--- src/rtl/pfpred_issue.sv ---
// Prefetch-prediction issue stage: holds one four-slot prediction packet and
// serialises its qualifying delta slots into single prefetch requests.
module pfpred_issue #(
  parameter int PFENTRY_W = 10,
  parameter int ROBID_W   = 7,
  parameter int DELTA_W   = 12,
  parameter int WEIGHT_W  = 4
) (
  input  logic                 clk,
  input  logic                 reset,
  input  logic                 pfmtocore_pred_valid,
  output logic                 pfmtocore_pred_retry,
  input  logic [PFENTRY_W-1:0] pfmtocore_pred_pfentry,
  input  logic [ROBID_W-1:0]   pfmtocore_pred_d0_rid,
  input  logic [DELTA_W-1:0]   pfmtocore_pred_d0_val,
  input  logic [WEIGHT_W-1:0]  pfmtocore_pred_d0_w,
  input  logic [ROBID_W-1:0]   pfmtocore_pred_d1_rid,
  input  logic [DELTA_W-1:0]   pfmtocore_pred_d1_val,
  input  logic [WEIGHT_W-1:0]  pfmtocore_pred_d1_w,
  input  logic [ROBID_W-1:0]   pfmtocore_pred_d2_rid,
  input  logic [DELTA_W-1:0]   pfmtocore_pred_d2_val,
  input  logic [WEIGHT_W-1:0]  pfmtocore_pred_d2_w,
  input  logic [ROBID_W-1:0]   pfmtocore_pred_d3_rid,
  input  logic [DELTA_W-1:0]   pfmtocore_pred_d3_val,
  input  logic [WEIGHT_W-1:0]  pfmtocore_pred_d3_w,
  input  logic [WEIGHT_W-1:0]  cfg_wthresh,
  output logic                 pfitocore_req_valid,
  input  logic                 pfitocore_req_retry,
  output logic [PFENTRY_W-1:0] pfitocore_req_pfentry,
  output logic [ROBID_W-1:0]   pfitocore_req_rid,
  output logic [DELTA_W-1:0]   pfitocore_req_delta,
  output logic [WEIGHT_W-1:0]  pfitocore_req_w,
  output logic [15:0]          stat_issued,
  output logic [15:0]          stat_filtered
);

  typedef enum logic {IDLE, ISSUE} state_t;

  state_t               r_state;
  logic [PFENTRY_W-1:0] r_pfentry;
  logic [ROBID_W-1:0]   r_rid [4];
  logic [DELTA_W-1:0]   r_val [4];
  logic [WEIGHT_W-1:0]  r_w   [4];
  logic [3:0]           r_pend;
  logic [15:0]          r_issued;
  logic [15:0]          r_filtered;

  logic [ROBID_W-1:0]   w_in_rid [4];
  logic [DELTA_W-1:0]   w_in_val [4];
  logic [WEIGHT_W-1:0]  w_in_w   [4];
  logic [3:0]           w_new_mask;
  logic [2:0]           w_new_cnt;
  logic [2:0]           w_nfilt;
  logic [1:0]           w_sel;
  logic [3:0]           w_sel_bit;
  logic                 w_onehot;
  logic                 w_req_valid;
  logic                 w_out_xfer;
  logic                 w_pred_retry;
  logic                 w_accept;

  assign w_in_rid[0] = pfmtocore_pred_d0_rid;
  assign w_in_rid[1] = pfmtocore_pred_d1_rid;
  assign w_in_rid[2] = pfmtocore_pred_d2_rid;
  assign w_in_rid[3] = pfmtocore_pred_d3_rid;
  assign w_in_val[0] = pfmtocore_pred_d0_val;
  assign w_in_val[1] = pfmtocore_pred_d1_val;
  assign w_in_val[2] = pfmtocore_pred_d2_val;
  assign w_in_val[3] = pfmtocore_pred_d3_val;
  assign w_in_w[0]   = pfmtocore_pred_d0_w;
  assign w_in_w[1]   = pfmtocore_pred_d1_w;
  assign w_in_w[2]   = pfmtocore_pred_d2_w;
  assign w_in_w[3]   = pfmtocore_pred_d3_w;

  function automatic logic [15:0] sat_add(input logic [15:0] a, input logic [2:0] inc);
    logic [16:0] s;
    s = {1'b0, a} + {14'd0, inc};
    return s[16] ? 16'hFFFF : s[15:0];
  endfunction

  always_comb begin
    w_new_mask = 4'd0;
    for (int i = 0; i < 4; i++) begin
      w_new_mask[i] = (w_in_w[i] >= cfg_wthresh) && (w_in_val[i] != '0);
    end
  end

  assign w_new_cnt = {2'b00, w_new_mask[0]} + {2'b00, w_new_mask[1]}
                   + {2'b00, w_new_mask[2]} + {2'b00, w_new_mask[3]};
  assign w_nfilt   = 3'd4 - w_new_cnt;

  // Lowest-numbered pending slot is the one on the request bus.
  always_comb begin
    w_sel = 2'd0;
    if (!r_pend[0]) begin
      if (r_pend[1])      w_sel = 2'd1;
      else if (r_pend[2]) w_sel = 2'd2;
      else if (r_pend[3]) w_sel = 2'd3;
    end
  end

  assign w_sel_bit = 4'b0001 << w_sel;
  assign w_onehot  = (r_pend != 4'd0) && ((r_pend & (r_pend - 4'd1)) == 4'd0);

  // Everything is gated by reset so outputs read quiet while reset is low.
  assign w_req_valid  = (r_state == ISSUE) && reset;
  assign w_out_xfer   = w_req_valid && !pfitocore_req_retry;
  assign w_pred_retry = (r_state == ISSUE) && reset && !(w_onehot && !pfitocore_req_retry);
  assign w_accept     = reset && pfmtocore_pred_valid && !w_pred_retry;

  always_ff @(posedge clk) begin
    if (!reset) begin
      r_state    <= IDLE;
      r_pend     <= 4'd0;
      r_pfentry  <= '0;
      r_issued   <= 16'd0;
      r_filtered <= 16'd0;
      for (int i = 0; i < 4; i++) begin
        r_rid[i] <= '0;
        r_val[i] <= '0;
        r_w[i]   <= '0;
      end
    end else begin
      if (w_out_xfer) r_issued <= sat_add(r_issued, 3'd1);
      // A new packet can only land when the held one is empty or finishing.
      if (w_accept) begin
        r_filtered <= sat_add(r_filtered, w_nfilt);
        r_pfentry  <= pfmtocore_pred_pfentry;
        r_pend     <= w_new_mask;
        r_state    <= (w_new_mask != 4'd0) ? ISSUE : IDLE;
        for (int i = 0; i < 4; i++) begin
          r_rid[i] <= w_in_rid[i];
          r_val[i] <= w_in_val[i];
          r_w[i]   <= w_in_w[i];
        end
      end else if (w_out_xfer) begin
        r_pend <= r_pend & ~w_sel_bit;
        if (w_onehot) r_state <= IDLE;
      end
    end
  end

  assign pfmtocore_pred_retry  = w_pred_retry;
  assign pfitocore_req_valid   = w_req_valid;
  assign pfitocore_req_pfentry = w_req_valid ? r_pfentry    : '0;
  assign pfitocore_req_rid     = w_req_valid ? r_rid[w_sel] : '0;
  assign pfitocore_req_delta   = w_req_valid ? r_val[w_sel] : '0;
  assign pfitocore_req_w       = w_req_valid ? r_w[w_sel]   : '0;
  assign stat_issued           = reset ? r_issued   : 16'd0;
  assign stat_filtered         = reset ? r_filtered : 16'd0;

endmodule

--- config.mk ---
export PLATFORM = sky130hd
export DESIGN_NAME = pfpred_issue
export DESIGN_NICKNAME = d
export VERILOG_FILES = /design/src/rtl/pfpred_issue.sv
export SDC_FILE = /design/constraint.sdc
export NUM_CORES = 1
export LEC_CHECK = 0
export BUFFER_PORTS_ARGS = -buffer_cell sky130_fd_sc_hd__buf_2
export CORE_MARGIN = 2
export CORE_UTILIZATION = 41
export DETAILED_ROUTE_END_ITERATION = 7
export GPL_TIMING_DRIVEN = 0
export PLACE_DENSITY = 0.74
export SYNTH_ARGS = -nofsm -noshare
export SYNTH_HDL_FRONTEND = slang
export SYNTH_SLANG_ARGS = --single-unit
--- constraint.sdc ---
create_clock -name clk -period 4.2 [get_ports clk]
set_input_delay 0.84 -clock clk [delete_from_list [all_inputs] [get_ports clk]]
set_output_delay 0.84 -clock clk [all_outputs]
set_load 0.05 [all_outputs]
==> results.txt <==
CTS buffer count - 17
vias in the first global route - 5910
min-delay worst type - flop to flop
port bufs - 175
area share of the largest cell type after synthesis - 38.7%
Slowest-stage cell, CP - or4_4
io pins - 177
CP startpoint kind - input port
Worst EP arrival - 4390 ps
LEAKAGE - 4.12 nW
share of layout cells above drive strength 1 - 31.3%
clk_skew - 8.08 ps
Die Span Y - 136 um
max cap viols - 0
DR vias/cell - 5.60
CTS tree - yes
Hold Path Origin - r_pfentry[4]$_SDFFE_PN0P_
gr ovfl total - 0
FMAX - 245 MHz
GRT Total Usage - 22.3%
clk buf depth - 2
Detail Route Antenna Nets - 0
Tightest Pin Transition - 603 ps
drt pass-1 iters - 5
leading register cell type out of synthesis - edfxtp_1
utilization after layout - 53.5%
Reg2Reg Depth - 7
CP max stage delay - 550 ps
status - finished clean
Synthesized Nets - 804
DR WL/cell - 18.6 um
Mean Syn Cell Area - 10.7 um2
pwr dens - 439 nW/um2
hold path depth - 2
sequential element share of the synthesized area - 51.9%
final hold viol count - 0
H-tree Lvls - 4
Syn Std Cell Area - 7140 um2
cells after synthesis - 670
non-filler cells, final - 1111
core area - 17200 um2
initial core utilization - 41.5%
Final #Nets - 1006
Seq cells post-synth - 139
worst path cell trace - buf_2 > inv_1 > ha_2 > nor2_1 > or4_4 > fa_1 > ha_4 > ha_4 > inv_1 > fa_2 > nor2b_1 > o211ai_1 > a21oi_2 > nand3_1 > mux2_2
Clock Pin Slew Worst Setup and Hold Paths - 60 ps
Initial DRC Count - 626
Synth cell types - 49
largest cells by area after synthesis - edfxtp_1 39%, dfxtp_1 13%, and3_1 9.0%
YS warnings - 0
CP max FO - 6
via count - 6225
Tmin final - 4080 ps
# setup viols final - 0
WL final - 20600 um
P&R area growth vs syn - 28.7%
Die W - 136 um
Pins Over Slew Limit - 0
crit-path leading delay family - adder cells
number of flops mapped to enable cells by yosys - 92
Peak VDD IR - 291 uV
# clock sinks - 139
initial antenna violation count - 1
CP Capture Type - flop
Placed Cells - 1071
clock root buffer - clkbuf_16
HPWL Detailed - 14900 um
Std-Cell Rows - 48
Pwr Total - 4.03 mW
Tcrit/Tclk final - 97.2%
Critical R2R Launch - r_pend[0]$_SDFFE_PN0P_
WP depth - 15
CP Buf/Inv Count - 3
global-route wire length before repair - 31300 um
Rel. slew slack - 59.8%
ys async rst share - 0%
post-synth top area cell - edfxtp_1
DR DRC count - 0
Crit. Startpoint - cfg_wthresh[3]
Routability Congestion - 0.851
Required @ worst endpoint - 4510 ps
Skew-Pair Late Insertion Delay - 420 ps
die area - 18500 um2
critical path type - input port to flop
pin count of the biggest net entering global routing - 76
==> sequential cells by signal, summed over array words and instances (netlist names) <==
signal / count
r_pfentry: 10
r_val: 48
r_w: 16
r_state: 1
r_filtered: 16
r_rid: 28
r_issued: 16
r_pend: 4
==> cells in the mapped netlist (2+ instances only) <==
| cell type | instances |
|---|---|
| nand4_1 | 4 |
| ha_1 | 22 |
| or4_1 | 3 |
| buf_2 | 8 |
| nand2b_1 | 7 |
| and4_1 | 5 |
| o21ai_0 | 21 |
| mux2_2 | 24 |
| nand2_1 | 36 |
| clkbuf_1 | 40 |
| a2111oi_0 | 3 |
| a21oi_1 | 17 |
| mux2i_1 | 10 |
| a211oi_1 | 6 |
| inv_1 | 19 |
| and2_1 | 30 |
| or3_1 | 4 |
| nand3_1 | 28 |
| o21ai_1 | 2 |
| nor2_1 | 46 |
| dfxtp_1 | 47 |
| xnor2_1 | 9 |
| o311ai_0 | 2 |
| a222oi_1 | 23 |
| o211ai_1 | 4 |
| edfxtp_1 | 92 |
| fa_1 | 2 |
| a31oi_1 | 7 |
| and3_1 | 103 |
| nor3_1 | 6 |
| xor2_1 | 8 |
| nor4_1 | 15 |
==> path summary, 6_finish.rpt <==
kind / to / slack [ps]
max: r_filtered[12]$_SDFFE_PN0P_ / 120
min: r_pfentry[4]$_SDFFE_PN0P_ / 450
max reg2reg: r_val[0][8]$_SDFFCE_PN0P_ / 1280
min reg2reg: r_pfentry[4]$_SDFFE_PN0P_ / 450
==> power breakdown <==
group,leakage [nW],internal [mW],switching (mW)
Combinational,2.45,0.310,0.469
Sequential,1.36,1.57,0.0450
Clock,0.309,1.02,0.624
==> metal layers <==
layer / track usage (%) / part of all wire (%)
met5: 0 / 0
met4: 7.35 / 2.3
met3: 5.00 / 8.0
met2: 36.2 / 48
met1: 29.6 / 42
==> worst min-delay path, delay by kind of cell, from the launching register on <==
family             cells  cell delay, ps
AOI/OAI and AO/OA      1              60
DFF                    1             300
and+or+nand+nor        1              50
==> repair_timing <==
| item | 4_1_cts | 5_1_grt |
|---|---|---|
| gates resized for setup | 1 | 14 |
| setup buffers | 0 | 7 |
| pin swaps | 1 | 10 |
| hold buffers | 0 | 0 |
| endpoints found under the setup margin | 7 | 15 |
==> cell usage in the layout, fill, tap and decap left out, drive strengths merged, types with 2 or more instances in the layout <==
master,count
buf,191
and3,103
edfxtp,92
clkbuf,59
dfxtp,47
nor2,46
nand2,37
and2,30
nand3,28
inv,26
mux2,24
a222oi,23
o21ai,23
ha,22
a21oi,18
nor4,15
mux2i,10
xnor2,9
xor2,8
a31oi,7
a211oi,7
nand2b,7
nor3,6
and4,5
o211ai,4
nand4,4
or3,4
bufinv,4
a2111oi,4
or4,3
o311ai,2
nor4b,2
clkinv,2
fa,2
==> layout make-up <==
type / count / area (um2)
Fill cell: 1573 / 7990
Sequential cell: 139 / 3700
Multi-Input combinational cell: 463 / 3320
Timing Repair Buffer: 183 / 958
Clock buffer: 19 / 433
Tap cell: 225 / 282
Clock inverter: 13 / 205
Buffer: 48 / 196
Inverter: 20 / 77.6
Antenna cell: 1 / 2.50
==> per-stage QoR <==
step           TNS, ps  hold WS, ps  setup WS (ps)  area, um2
2_1_floorplan    -16.5          431          -16.5       7250
3_3_place_gp     -6270          439           -484       8410
3_5_place_dp     -6440          448           -487       8440
4_1_cts              0          457           16.2       9080
5_1_grt          -40.2          482          -21.0       9180
6_report             0          452            117       9180
==> cell families (layout without fill, tap and decap cells) <==
| logic type | Yosys count | after routing | synth area share (%) |
|---|---|---|---|
| AND/OR/NAND/NOR | 293 | 293 | 22.9 |
| multiplexers | 34 | 34 | 5.19 |
| AO/OA/AOI/OAI | 95 | 95 | 9.80 |
| buffers and inverters | 68 | 283 | 3.72 |
| flip-flops | 139 | 139 | 51.9 |
| adder cells (fa/ha/maj) | 24 | 24 | 4.42 |
| other | 0 | 1 | 0 |
| XOR/XNOR | 17 | 17 | 2.09 |
No activity file was read; power rests on OpenSTA's default activity.
